File: config.mk
export PLATFORM = sky130hd
export DESIGN_NAME = pa_round_scheduler_flat
export DESIGN_NICKNAME = d
export VERILOG_FILES = /design/src/rtl/pa_round_scheduler_pkg.sv /design/src/rtl/pa_round_scheduler_if.sv /design/src/rtl/pa_round_scheduler_watchdog.sv /design/src/rtl/pa_round_scheduler.sv /design/src/flat_wrapper.sv
export SDC_FILE = /design/constraint.sdc
export NUM_CORES = 1
export LEC_CHECK = 0
export CAP_MARGIN = 20
export CELL_PAD_IN_SITES_DETAIL_PLACEMENT = 0
export CELL_PAD_IN_SITES_GLOBAL_PLACEMENT = 2
export CORE_MARGIN = 3
export CORE_UTILIZATION = 29
export CTS_CLUSTER_SIZE = 12
export DETAILED_ROUTE_END_ITERATION = 10
export PLACE_DENSITY = 0.8
export SLEW_MARGIN = 20
export SYNTH_ARGS = -nofsm -noshare
export SYNTH_HDL_FRONTEND = slang
export SYNTH_SLANG_ARGS = --single-unit
File: constraint.sdc
create_clock -name clk -period 2.79 [get_ports clk]
set_input_delay 0.6975 -clock clk [delete_from_list [all_inputs] [get_ports clk]]
set_output_delay 0.6975 -clock clk [all_outputs]
set_load 0.05 [all_outputs]
File: src/rtl/pa_round_scheduler_pkg.sv
// Shared definitions for the privacy-amplification round scheduler:
// FSM encoding, reconciled-key buffer half bases and small helpers.
package pa_round_scheduler_pkg;

  typedef enum logic [2:0] {
    ST_IDLE    = 3'd0,
    ST_LAUNCH  = 3'd1,
    ST_RUN     = 3'd2,
    ST_RECOVER = 3'd3,
    ST_DONE    = 3'd4
  } state_e;

  localparam logic [14:0] HALF0_BASE = 15'd0;
  localparam logic [14:0] HALF1_BASE = 15'd16384;

  function automatic logic [14:0] half_base(input logic idx);
    return idx ? HALF1_BASE : HALF0_BASE;
  endfunction

  // Legal key lengths are non-zero whole 64-bit words no larger than max_len.
  function automatic logic length_ok(input logic [31:0] cfg, input logic [31:0] max_len);
    return (cfg != 32'd0) && (cfg[5:0] == 6'd0) && (cfg <= max_len);
  endfunction

  function automatic logic [15:0] sat_inc(input logic [15:0] v);
    return (v == 16'hFFFF) ? v : v + 16'd1;
  endfunction

endpackage

File: src/rtl/pa_round_scheduler_if.sv
// Handshake between the round scheduler (master) and the PA engine (slave).
interface pa_round_scheduler_if;
  logic        pa_start;
  logic        pa_key_addr_index;
  logic [31:0] pa_secretkey_length;
  logic        pa_reset_parameter;
  logic        pa_finish;
  logic        pa_fail;

  modport master (
    output pa_start, pa_key_addr_index, pa_secretkey_length, pa_reset_parameter,
    input  pa_finish, pa_fail
  );

  modport slave (
    input  pa_start, pa_key_addr_index, pa_secretkey_length, pa_reset_parameter,
    output pa_finish, pa_fail
  );
endinterface

File: src/rtl/pa_round_scheduler_watchdog.sv
// RUN-state watchdog: counts while run is high, expire flags the last
// allowed cycle so the FSM leaves RUN exactly LIMIT cycles after entry.
module pa_watchdog #(
  parameter logic [23:0] LIMIT = 24'd16_000_000
) (
  input  logic clk,
  input  logic rst_n,
  input  logic clear,
  input  logic run,
  output logic expire
);
  logic [23:0] cnt_q, cnt_d;

  assign expire = run && (cnt_q == LIMIT - 24'd1);

  always_comb begin
    cnt_d = cnt_q;
    if (clear)            cnt_d = 24'd0;
    else if (run && !expire) cnt_d = cnt_q + 24'd1;
  end

  always_ff @(posedge clk) begin
    if (!rst_n) cnt_q <= 24'd0;
    else        cnt_q <= cnt_d;
  end
endmodule

File: src/rtl/pa_round_scheduler.sv
// Launches PA rounds on alternating reconciled-key buffer halves, watches
// for completion/failure/link loss/timeout and recovers the PA engine.
module pa_round_scheduler
  import pa_round_scheduler_pkg::*;
#(
  parameter logic [23:0] TIMEOUT_CYCLES = 24'd16_000_000,
  parameter logic [7:0]  RECOVER_CYCLES = 8'd16,
  parameter logic [31:0] MAX_KEY_LEN    = 32'd1_048_576
) (
  input  logic                        clk,
  input  logic                        rst_n,
  input  logic                        enable,
  input  logic                        link_status,
  input  logic [1:0]                  key_valid,
  input  logic [31:0]                 secretkey_length_cfg,
  pa_round_scheduler_if.master        pa,
  output logic [1:0]                  key_consume,
  output logic                        busy,
  output logic [15:0]                 round_cnt,
  output logic [15:0]                 fail_cnt,
  output logic                        timeout_flag,
  output logic                        cfg_err,
  output logic [2:0]                  state_dbg
);
  state_e      state_q, state_d;
  logic        next_idx_q, next_idx_d;
  logic        idx_q, idx_d;
  logic [31:0] len_q, len_d;
  logic [1:0]  consume_q, consume_d;
  logic [15:0] round_cnt_q, round_cnt_d;
  logic [15:0] fail_cnt_q, fail_cnt_d;
  logic        timeout_q, timeout_d;
  logic        cfg_err_q, cfg_err_d;
  logic [7:0]  rec_cnt_q, rec_cnt_d;
  logic        wd_expire;
  logic        launch_req;

  pa_watchdog #(.LIMIT(TIMEOUT_CYCLES)) u_wd (
    .clk    (clk),
    .rst_n  (rst_n),
    .clear  (state_q == ST_LAUNCH),
    .run    (state_q == ST_RUN),
    .expire (wd_expire)
  );

  assign launch_req = enable && link_status && key_valid[next_idx_q];

  always_comb begin
    state_d     = state_q;
    next_idx_d  = next_idx_q;
    idx_d       = idx_q;
    len_d       = len_q;
    consume_d   = 2'b00;
    round_cnt_d = round_cnt_q;
    fail_cnt_d  = fail_cnt_q;
    timeout_d   = timeout_q;
    cfg_err_d   = cfg_err_q;
    rec_cnt_d   = rec_cnt_q;
    case (state_q)
      ST_IDLE: if (launch_req) begin
        if (length_ok(secretkey_length_cfg, MAX_KEY_LEN)) begin
          state_d = ST_LAUNCH;
          idx_d   = next_idx_q;
          len_d   = secretkey_length_cfg;
        end else begin
          cfg_err_d = 1'b1;
        end
      end
      ST_LAUNCH: state_d = ST_RUN;
      ST_RUN: begin
        rec_cnt_d = 8'd0;
        // Fail beats finish; finish beats link loss and watchdog expiry.
        if (pa.pa_fail || (!pa.pa_finish && link_status && wd_expire)) begin
          state_d          = ST_RECOVER;
          consume_d[idx_q] = 1'b1;
          next_idx_d       = ~next_idx_q;
          fail_cnt_d       = sat_inc(fail_cnt_q);
          if (!pa.pa_fail) timeout_d = 1'b1;
        end else if (pa.pa_finish) begin
          state_d          = ST_DONE;
          consume_d[idx_q] = 1'b1;
          next_idx_d       = ~next_idx_q;
          round_cnt_d      = sat_inc(round_cnt_q);
        end else if (!link_status) begin
          state_d    = ST_RECOVER;
          fail_cnt_d = sat_inc(fail_cnt_q);
        end
      end
      ST_RECOVER: begin
        rec_cnt_d = rec_cnt_q + 8'd1;
        if (rec_cnt_q == RECOVER_CYCLES - 8'd1) state_d = ST_IDLE;
      end
      ST_DONE: state_d = ST_IDLE;
      default: state_d = ST_IDLE;
    endcase
  end

  always_ff @(posedge clk) begin
    if (!rst_n) begin
      state_q     <= ST_IDLE;
      next_idx_q  <= 1'b0;
      idx_q       <= 1'b0;
      len_q       <= 32'd0;
      consume_q   <= 2'b00;
      round_cnt_q <= 16'd0;
      fail_cnt_q  <= 16'd0;
      timeout_q   <= 1'b0;
      cfg_err_q   <= 1'b0;
      rec_cnt_q   <= 8'd0;
    end else begin
      state_q     <= state_d;
      next_idx_q  <= next_idx_d;
      idx_q       <= idx_d;
      len_q       <= len_d;
      consume_q   <= consume_d;
      round_cnt_q <= round_cnt_d;
      fail_cnt_q  <= fail_cnt_d;
      timeout_q   <= timeout_d;
      cfg_err_q   <= cfg_err_d;
      rec_cnt_q   <= rec_cnt_d;
    end
  end

  assign pa.pa_start            = (state_q == ST_LAUNCH);
  assign pa.pa_key_addr_index   = idx_q;
  assign pa.pa_secretkey_length = len_q;
  assign pa.pa_reset_parameter  = (state_q == ST_RECOVER);
  assign key_consume            = consume_q;
  assign busy                   = (state_q != ST_IDLE);
  assign round_cnt              = round_cnt_q;
  assign fail_cnt               = fail_cnt_q;
  assign timeout_flag           = timeout_q;
  assign cfg_err                = cfg_err_q;
  assign state_dbg              = state_q;
endmodule
File: src/flat_wrapper.sv
// flat-port wrapper written by rule: the top's interface ports become plain ports
module pa_round_scheduler_flat import pa_round_scheduler_pkg::*;
#(
  parameter logic [23:0] TIMEOUT_CYCLES = 24'd16_000_000,
  parameter logic [7:0]  RECOVER_CYCLES = 8'd16,
  parameter logic [31:0] MAX_KEY_LEN    = 32'd1_048_576
)
  (clk, rst_n, enable, link_status, key_valid, secretkey_length_cfg, key_consume, busy, round_cnt, fail_cnt, timeout_flag, cfg_err, state_dbg, pa_pa_start, pa_pa_key_addr_index, pa_pa_secretkey_length, pa_pa_reset_parameter, pa_pa_finish, pa_pa_fail);
  pa_round_scheduler_if pa_i ();
  input  logic clk;
  input  logic rst_n;
  input  logic enable;
  input  logic link_status;
  input  logic [1:0] key_valid;
  input  logic [31:0] secretkey_length_cfg;
  output logic [1:0] key_consume;
  output logic busy;
  output logic [15:0] round_cnt;
  output logic [15:0] fail_cnt;
  output logic timeout_flag;
  output logic cfg_err;
  output logic [2:0] state_dbg;
  output wire logic [$bits(pa_i.pa_start)-1:0] pa_pa_start;
  output wire logic [$bits(pa_i.pa_key_addr_index)-1:0] pa_pa_key_addr_index;
  output wire logic [$bits(pa_i.pa_secretkey_length)-1:0] pa_pa_secretkey_length;
  output wire logic [$bits(pa_i.pa_reset_parameter)-1:0] pa_pa_reset_parameter;
  input wire logic [$bits(pa_i.pa_finish)-1:0] pa_pa_finish;
  input wire logic [$bits(pa_i.pa_fail)-1:0] pa_pa_fail;
  assign pa_pa_start = pa_i.pa_start;
  assign pa_pa_key_addr_index = pa_i.pa_key_addr_index;
  assign pa_pa_secretkey_length = pa_i.pa_secretkey_length;
  assign pa_pa_reset_parameter = pa_i.pa_reset_parameter;
  assign pa_i.pa_finish = pa_pa_finish;
  assign pa_i.pa_fail = pa_pa_fail;
  pa_round_scheduler #(.TIMEOUT_CYCLES(TIMEOUT_CYCLES), .RECOVER_CYCLES(RECOVER_CYCLES), .MAX_KEY_LEN(MAX_KEY_LEN)) u_core (.clk(clk), .rst_n(rst_n), .enable(enable), .link_status(link_status), .key_valid(key_valid), .secretkey_length_cfg(secretkey_length_cfg), .pa(pa_i), .key_consume(key_consume), .busy(busy), .round_cnt(round_cnt), .fail_cnt(fail_cnt), .timeout_flag(timeout_flag), .cfg_err(cfg_err), .state_dbg(state_dbg));
endmodule
==> results_dict.tcl, run 1 <==
set metrics [dict create \
    syn_area_sq_mm 0.004629 \
    drive_above_1_share_pct 6.647 \
    hp-class "reg2reg" \
    outcome "completed" \
    wirelength_um 12560 \
    clock_sinks 105 \
    crit_fanout 7 \
    ys_ff_latch 105 \
    grt_antenna_before_repair 0 \
    syn2layout_area_growth_pct 37.84 \
    synthArstFlopShare_pct 0 \
    cts_resized 0 \
    cp-end-kind "output pin" \
    final_common_cell "clkdlybuf4s50_1" \
    ctsRootBufferMaster "clkbuf_16" \
    cp.required_ns 2.09 \
    synth_flop_cell "dfxtp_1" \
    max-vdd-ir-drop_mv 0.2616 \
    overflow 0 \
    ios 115 \
    cap_violations 0 \
    skew_ns 0.009884 \
    critPathLaunchType "register" \
    diodes 0 \
    dpl.cell_count 857 \
    p_total_mw 2.812 \
    max_slew_margin_pct 55.15 \
    cts-htree-levels 3 \
    first_pass_iters 4 \
    rsz0062_at_grt "no" \
    yosysTopAreaCell "dfxtp_1" \
    grt_start_max_net_pins 61 \
    crit_arrival_ns 1.98 \
    fmax_mhz 373.6 \
    grt_pass1_wl_um 21170 \
    fin_crit_ns 2.677 \
    numCtsBuffers 9 \
    synth_edf_count 0 \
    post_cts_buffers 0 \
    whs_ns 0.4626 \
    syn_avg_cell_area_sq_um 8.653 \
    die_y_um 132.3 \
    yosysSeqAreaShare_pct 45.41 \
    num_vias 4356 \
    synth.area.top_cells "dfxtp_1, nand2_1, mux2i_1, a21oi_1, nor2_1" \
    clock_latency_ns 0.35 \
    rows 45 \
    drc 0 \
    start_util_pct 30.01 \
    crit_path_max_incr_delay_ns 0.75 \
    synth_top_area_share_pct 45.41 \
    wire_per_inst_um 14.38 \
    finalSetupTns_ns 0 \
    portBuffers 114 \
    syn_nets 579 \
    globalplace.congestion 0.7406 \
    dieArea_sq_mm 0.01752 \
    core_sq_mm 0.01543 \
    place_hpwl_um 9070 \
    crit_path_cell_trace "or3_1, clkdlybuf4s50_1" \
    powerDensity_mw_per_mm2 440.6 \
    cts_tree "built" \
    detail-route-antenna-nets 0 \
    syn-instance-count 535 \
    nNetsFinal 701 \
    crit_type "reg2out" \
    post_drt_via_cell_ratio 4.990 \
    final_cell_count_no_fill 873 \
    layout_common_cells "clkdlybuf4s50_1, dfxtp_1, nand2_1" \
    tightest_slew_ns 0.6721 \
    cp_slowest_cell "clkdlybuf4s50_1" \
    ctsLongestPathBuffers 2 \
    finalHoldViolCount 0 \
    path_clk_slew_ns 0.07 \
    cts_hold_buf 0 \
    drv_slew 0 \
    grt_use_total_pct 14.56 \
    die_w_um 132.3 \
    grt_pass1_vias 4220 \
    yosysWarnings 0 \
    leakage_nw 2.285 \
    yosysUniqueCellTypes 46 \
    dr.first_iter.drc_count 282 \
    period_share_pct 95.94 \
    setup_violations 0 \
]
[layout make-up]
| class | count | area [sq um] |
|---|---|---|
| Multi-Input combinational cell | 395 | 2392 |
| Clock buffer | 12 | 246.5 |
| Clock inverter | 4 | 27.53 |
| Sequential cell | 105 | 2102 |
| Inverter | 10 | 37.54 |
| Fill cell | 1566 | 9046 |
| Tap cell | 211 | 264.0 |
| Timing Repair Buffer | 136 | 1311 |
[sequential cells by signal, summed over array words and instances (netlist names)]
signal	cells
u_core.fail_cnt	16
u_core.pa.pa_key_addr_index	1
u_core.next_idx_q	1
u_core.state_dbg	3
u_core.u_wd.cnt_q	24
u_core.pa.pa_secretkey_length	32
u_core.round_cnt	16
u_core.timeout_flag	1
u_core.key_consume	2
u_core.cfg_err	1
u_core.rec_cnt_q	8
[routing by layer]
metal,vias up,part of all wire [%],global-route usage (%)
li1,2205,-,-
met1,2061,46,18.13
met5,-,0,0
met4,0,1.4,4.792
met2,77,46,23.31
met3,13,6.7,5.458
[through the flow]
step	area [sq um]	setup WS [ns]	utilization, %
finish	6381	0.1132	41.36
global route	6381	0.06203	41.36
CTS	6381	0.1095	41.36
detailed placement	6107	-0.2398	39.59
global placement	6107	-0.2065	39.59
floorplan	4634	0.01708	-
[report_power, final]
part	leakage [nW]	switching [mW]	total (mW)	internal, mW
Combinational	1.30	0.0568	0.121	0.0644
Clock	0.137	0.559	1.19	0.633
Sequential	0.845	0.000528	1.50	1.50
[cell families after synthesis]
group / count (synthesis) / share of synthesized area, %
AO/OA/AOI/OAI: 99 / 13.08
XOR/XNOR: 20 / 3.784
adder cells (fa/ha/maj): 4 / 1.081
buffers and inverters: 35 / 3.027
flip-flops: 105 / 45.41
multiplexers: 23 / 4.973
AND/OR/NAND/NOR: 249 / 28.65
[synth_stat cells (3+ instances only)]
library cell,count
a21oi_1,36
clkbuf_1,23
nor4_1,10
mux2i_1,23
or4_1,16
dfxtp_1,105
a31oi_1,3
nor2_1,42
o211ai_1,10
inv_1,9
nor3_1,5
o21ai_0,25
and4_1,8
ha_1,4
xor2_1,12
or3_1,22
o31ai_1,11
xnor2_1,8
nand2_1,66
and3_1,19
nand3_1,18
nand4_1,22
nand2b_1,5
[path summary, 6_finish.rpt]
path,from,endpoint,slack (ns),cells after the start
hold reg to reg,u_core.pa.pa_secretkey_length[20],u_core.pa.pa_secretkey_length[20],0.46,2
setup / recovery,u_core.state_dbg[2],busy,0.11,2
setup reg to reg,u_core.state_dbg[1],u_core.fail_cnt[7],0.33,5
hold / removal,u_core.pa.pa_secretkey_length[20],u_core.pa.pa_secretkey_length[20],0.46,2
[worst max-delay path: cells and delay by family (launching register included)]
kind          cells  cell delay (ns)
simple gates      1             0.50
flops             1             0.38
buf+inv           1             0.75
(Power assumes the default switching activity.)
==> run 2: changes to the inputs <==
--- a/config.mk
+++ b/config.mk
@@ -5,7 +5,6 @@
 export SDC_FILE = /design/constraint.sdc
 export NUM_CORES = 1
 export LEC_CHECK = 0
-export CAP_MARGIN = 20
 export CELL_PAD_IN_SITES_DETAIL_PLACEMENT = 0
 export CELL_PAD_IN_SITES_GLOBAL_PLACEMENT = 2
 export CORE_MARGIN = 3
==> results of run 2 <==
No change in the layout: final DEF, timing and power equal those of run 1.
